`src/rtl/pipe_pkg.sv`:
```
// Shared fetch-pipeline definitions: PC controller state encoding, instruction
// size, and redirect-source select codes also used by the hazard unit.
package pipe_pkg;

  localparam int INSN_BYTES = 4;

  typedef enum logic [1:0] {
    ST_BOOT = 2'd0,
    ST_RUN  = 2'd1,
    ST_WAIT = 2'd2
  } pc_state_e;

  typedef enum logic [2:0] {
    SEL_SEQ    = 3'd0,
    SEL_PEND   = 3'd1,
    SEL_JUMP   = 3'd2,
    SEL_BRANCH = 3'd3,
    SEL_EXC    = 3'd4
  } redir_sel_e;

  typedef struct packed {
    logic        valid;
    logic [31:0] target;
    logic        flush_ex;
  } redir_t;

endpackage

```
`src/rtl/pc_redirect_arb.sv`:
```
// Priority mux over the live redirect inputs: exception > branch > jump.
// Pending and sequential sources are resolved by the caller.
module pc_redirect_arb
  import pipe_pkg::*;
#(
  parameter logic [31:0] EXC_VEC = 32'h8000_0004
) (
  input  logic        exception,
  input  logic        branch_taken,
  input  logic [31:0] branch_target,
  input  logic        jump,
  input  logic [31:0] jump_target,
  output redir_t      redir
);

  redir_sel_e sel;

  always_comb begin
    sel = SEL_SEQ;
    if (exception)         sel = SEL_EXC;
    else if (branch_taken) sel = SEL_BRANCH;
    else if (jump)         sel = SEL_JUMP;
  end

  always_comb begin
    redir = '0;
    case (sel)
      SEL_EXC: begin
        redir.valid    = 1'b1;
        redir.target   = EXC_VEC;
        redir.flush_ex = 1'b1;
      end
      SEL_BRANCH: begin
        redir.valid    = 1'b1;
        redir.target   = branch_target;
        redir.flush_ex = 1'b1;
      end
      // A jump resolves in ID, so only the IF/ID slot holds a wrong-path op.
      SEL_JUMP: begin
        redir.valid  = 1'b1;
        redir.target = jump_target;
      end
      default: redir = '0;
    endcase
  end

endmodule

```
`src/rtl/pc_ctrl.sv`:
```
// Fetch-stage PC sequencer: boot delay, redirect arbitration, pending redirect
// held across instruction-memory waits, and a saturating stall counter.
//
// state | meaning
// BOOT  | post-reset idle, counting down to the first fetch
// RUN   | fetching, last request was accepted
// WAIT  | fetching, instruction memory not ready yet
module pc_ctrl
  import pipe_pkg::*;
#(
  parameter logic [31:0] RESET_VEC   = 32'h0000_0000,
  parameter logic [31:0] EXC_VEC     = 32'h8000_0004,
  parameter int          BOOT_CYCLES = 4,
  parameter int          CNT_W       = 16
) (
  input  logic             clk,
  input  logic             reset,
  input  logic [31:0]      i_pc,
  input  logic             i_load_use_stall,
  input  logic             i_jump,
  input  logic [31:0]      i_jump_target,
  input  logic             i_branch_taken,
  input  logic [31:0]      i_branch_target,
  input  logic             i_exception,
  input  logic             i_imem_ready,
  output logic             o_imem_req,
  output logic             o_pc_write,
  output logic [31:0]      o_next_pc,
  output logic             o_if_id_flush,
  output logic             o_id_ex_flush,
  output logic [CNT_W-1:0] o_stall_cnt,
  output logic [1:0]       o_state
);

  pc_state_e   state, state_n;
  logic [3:0]  boot_cnt;
  logic        pending_valid, pending_valid_n;
  logic [31:0] pending_target, pending_target_n;
  logic        stall_inc;
  redir_t      redir;

  pc_redirect_arb #(.EXC_VEC(EXC_VEC)) u_arb (
    .exception    (i_exception),
    .branch_taken (i_branch_taken),
    .branch_target(i_branch_target),
    .jump         (i_jump),
    .jump_target  (i_jump_target),
    .redir        (redir)
  );

  always_ff @(posedge clk) begin
    if (reset) begin
      state          <= ST_BOOT;
      boot_cnt       <= '0;
      pending_valid  <= 1'b0;
      pending_target <= '0;
      o_stall_cnt    <= '0;
    end else begin
      state          <= state_n;
      pending_valid  <= pending_valid_n;
      pending_target <= pending_target_n;
      if (state == ST_BOOT)
        boot_cnt <= boot_cnt + 4'd1;
      if (stall_inc && (o_stall_cnt != {CNT_W{1'b1}}))
        o_stall_cnt <= o_stall_cnt + 1'b1;
    end
  end

  always_comb begin
    state_n          = state;
    pending_valid_n  = pending_valid;
    pending_target_n = pending_target;
    o_imem_req       = 1'b0;
    o_pc_write       = 1'b0;
    o_next_pc        = RESET_VEC;
    o_if_id_flush    = 1'b0;
    o_id_ex_flush    = 1'b0;
    stall_inc        = 1'b0;

    if (!reset) begin
      case (state)
        ST_BOOT: begin
          if (boot_cnt == 4'(BOOT_CYCLES - 1)) begin
            o_pc_write = 1'b1;
            state_n    = ST_RUN;
          end
        end
        ST_RUN, ST_WAIT: begin
          o_imem_req = 1'b1;
          o_next_pc  = i_pc + 32'(INSN_BYTES);
          if (redir.valid) begin
            o_if_id_flush = 1'b1;
            o_id_ex_flush = redir.flush_ex;
            if (i_imem_ready) begin
              o_pc_write      = 1'b1;
              o_next_pc       = redir.target;
              pending_valid_n = 1'b0;
              state_n         = ST_RUN;
            end else begin
              pending_valid_n  = 1'b1;
              pending_target_n = redir.target;
              state_n          = ST_WAIT;
            end
          end else if (!i_imem_ready) begin
            state_n = ST_WAIT;
          end else if (pending_valid) begin
            o_pc_write      = 1'b1;
            o_next_pc       = pending_target;
            o_if_id_flush   = 1'b1;
            pending_valid_n = 1'b0;
            state_n         = ST_RUN;
          end else begin
            o_pc_write = !i_load_use_stall;
            state_n    = ST_RUN;
          end
          stall_inc = !o_pc_write;
        end
        default: state_n = ST_BOOT;
      endcase
    end
  end

  assign o_state = state;

endmodule

```
`config.mk`:
```
export PLATFORM = sky130hd
export DESIGN_NAME = pc_ctrl
export DESIGN_NICKNAME = d
export VERILOG_FILES = /design/src/rtl/pipe_pkg.sv /design/src/rtl/pc_redirect_arb.sv /design/src/rtl/pc_ctrl.sv
export SDC_FILE = /design/constraint.sdc
export NUM_CORES = 1
export LEC_CHECK = 0
export ABC_AREA = 1
export CORE_MARGIN = 2
export CORE_UTILIZATION = 45
export DETAILED_ROUTE_END_ITERATION = 6
export PLACE_DENSITY = 0.8
export SYNTH_ARGS = -nofsm -noshare
export SYNTH_HDL_FRONTEND = slang
export SYNTH_SLANG_ARGS = --single-unit
```
`constraint.sdc`:
```
create_clock -name clk -period 2.63 [get_ports clk]
set_clock_uncertainty 0.05 [all_clocks]
set_input_delay 0.3945 -clock clk [delete_from_list [all_inputs] [get_ports clk]]
set_output_delay 0.3945 -clock clk [all_outputs]
set_load 0.01 [all_outputs]
```
==> flow_summary.ini <==
[outcome]
status = complete, no violations

[layout]
drive_above_1_share = 0.2616
fin_nets = 1185
layout_commonest_cell = nand2_1
layout.cells.most_common_list = nand2_1, buf_4, nand3_1
area.growth.synth_to_final_pct = 72.70
diodes = 0

[worst_setup_path]
start_kind = input port
path_buf_inv = 4
critPathMaxFanout = 4
end_kind = output port
crit_arrival_ps = 2100
path_cells = dlygate4sd2_1, nand2_1, nor2_2, nand2_4, buf_4, buf_4, xnor2_1, nand2_1, a31oi_2, dlygate4sd2_1
cp_top_family = buffers and inverters
worstPathRequired_ps = 2190
critPathKind = in -> out
cpMaxStageDelayCell = dlygate4sd2_1
max_stage_delay_ps = 310

[timing]
slew_headroom = 0.6863
drv_slew = 0
max_slew.worst_pin.slew_ps = 470.5
hold_viol = 0
hold_ws_ps = 454.0
period_needed_ps = 2547
fmax_mhz = 392.6
fin_crit_sh = 0.9684
setup_ws_ps = 83.16
setup_viol = 0

[detailed_routing]
drt_iter0_drc = 415
num_vias = 6664
wl_mm = 19.85
dr.pass1.iters = 5
wire_per_inst_um = 16.39
drc = 0
ant_nets = 0
vias_per_cell = 5.503

[grt]
grt_pass1_wl_mm = 31.51
grt_usage = 0.3561
gr-total-overflow = 0
first_global_vias = 6365
antenna_found_initial = 0
grt_max_degree = 46

[die]
die-area_um2 = 10830
initial_core_util = 0.4631
core.rowCount = 36
ios = 157
core_area_um2 = 9729
die_x_um = 104.1
die_h_um = 104.1

[clock_network]
clock-sinks = 55
cts_buffer_depth = 2
cts-buffers-inserted = 5
cts_tree = done
clk_pin_slew_ps = 110
clk_latency_ps = 330
htree_levels = 2
cts-root-buf = clkbuf_8

[logic_synthesis]
synth_cell_types = 33
avgSynthCellArea_um2 = 5.829
yosysTopAreaCellShare = 0.2444
netlist_instances = 773
seq_area_frac_synth = 0.2444
ys_seq_elements = 55
netlist_area_um2 = 4506
synthesis.nets = 881
yosys_warnings = 0
synth_top_area_cell = dfxtp_1
synthTopCellsByArea = dfxtp_1, nand2_1, nand3_1

[power]
worst_ir_drop_vdd_mv = 0.3497
finalPower_mw = 3.823
power_density_nw_per_um2 = 491.3
power_leakage_nw = 3.602

[place]
portBuffers = 156
dpl.hpwl_mm = 15.34
pre_cts_slack_ps = -573.9
place.gp.congestion = 0.9724

[job]
maxCapViolations = 0

[hold_path]
min-delay-path-class = reg -> reg
## kinds of logic (layout without fill, tap and decap cells)
group,Yosys count,count (layout),share of synthesized area
compound gates,159,159,0.2047
fa+ha+maj,5,5,0.01389
flops,55,55,0.2444
buf+inv,108,413,0.09942
simple gates,429,429,0.4046
xor+xnor,17,17,0.03305
## power breakdown
group	internal [mW]	switching, mW	total, mW	leakage, nW
sequential	1.04	0.130	1.17	0.449
clock	0.202	0.336	0.537	0.0515
combinational	0.939	1.18	2.12	3.10
total	2.18	1.64	3.82	3.60
## what timing repair did
item | in CTS | in global routing
endpoints found under the hold margin | 0 | 0
setup buffers | 19 | 3
pin swaps | 22 | 8
endpoints found under the setup margin | 34 | 20
gates resized for setup | 122 | 57
hold buffers | 0 | 0
## metal layers
layer | global-route usage | vias to the layer above | share of wire
li1 | - | 3185 | -
met1 | 0.4469 | 3064 | 0.40
met2 | 0.6377 | 361 | 0.49
met3 | 0.04511 | 54 | 0.078
met4 | 0.1014 | 0 | 0.029
met5 | 0 | - | 0
## worst min-delay path: cells and delay by family, from the launching register on
kind / cells / cell delay, ps
flops: 1 / 340
buf+inv: 1 / 70
compound gates: 1 / 60
## area by class of cell
cell class | count | area, um2
well taps | 133 | 166.4
clock buffers | 5 | 68.82
multi-input cells | 610 | 3202
fillers | 729 | 1948
flip-flops and latches | 55 | 1105
repair buffers | 335 | 2940
inverters | 70 | 265.3
clock inverters | 3 | 33.78
## worst paths after layout
path	from	slack [ps]	to	depth (start not counted)
setup / recovery	i_pc[7]	80	o_next_pc[9]	10
hold / removal	o_state[1]	450	o_state[1]	2
setup reg to reg	o_state[0]	570	o_stall_cnt[14]	12
hold reg to reg	o_state[1]	450	o_state[1]	2
## state kept, by name (all words and copies together), names as in the netlist
name,cells
boot_cnt,4
o_stall_cnt,16
pending_target,32
o_state,2
pending_valid,1
## cells in the mapped netlist
master,instances
a21oi_1,45
a21oi_2,7
a221oi_1,3
a31oi_1,44
and2_0,1
buf_1,2
buf_2,7
buf_4,5
buf_6,2
clkbuf_1,22
dfxtp_1,55
ha_1,5
inv_1,63
inv_2,7
nand2_1,219
nand2_2,4
nand3_1,96
nand4_1,6
nor2_1,79
nor2_2,2
nor2_4,3
nor3_1,14
nor3b_1,1
nor3b_2,1
o211ai_1,8
o21ai_0,38
o21ai_1,12
o21ai_4,1
o21bai_1,1
or2_0,1
or2_2,2
xnor2_1,10
xor2_1,7
## stage by stage
stage          instances  instance area [um2]   TNS, ps  utilization
2_1_floorplan        773                 4506         0            -
6_report            1211                 7781         0       0.7998
3_5_place_dp        1181                 7289    -12480       0.7492
5_1_grt             1211                 7781    -88.93       0.7998
4_1_cts             1208                 7682  -0.01243       0.7896
3_3_place_gp        1181                 7289    -12260       0.7492
Note: power is estimated with default switching activity, not from simulation.
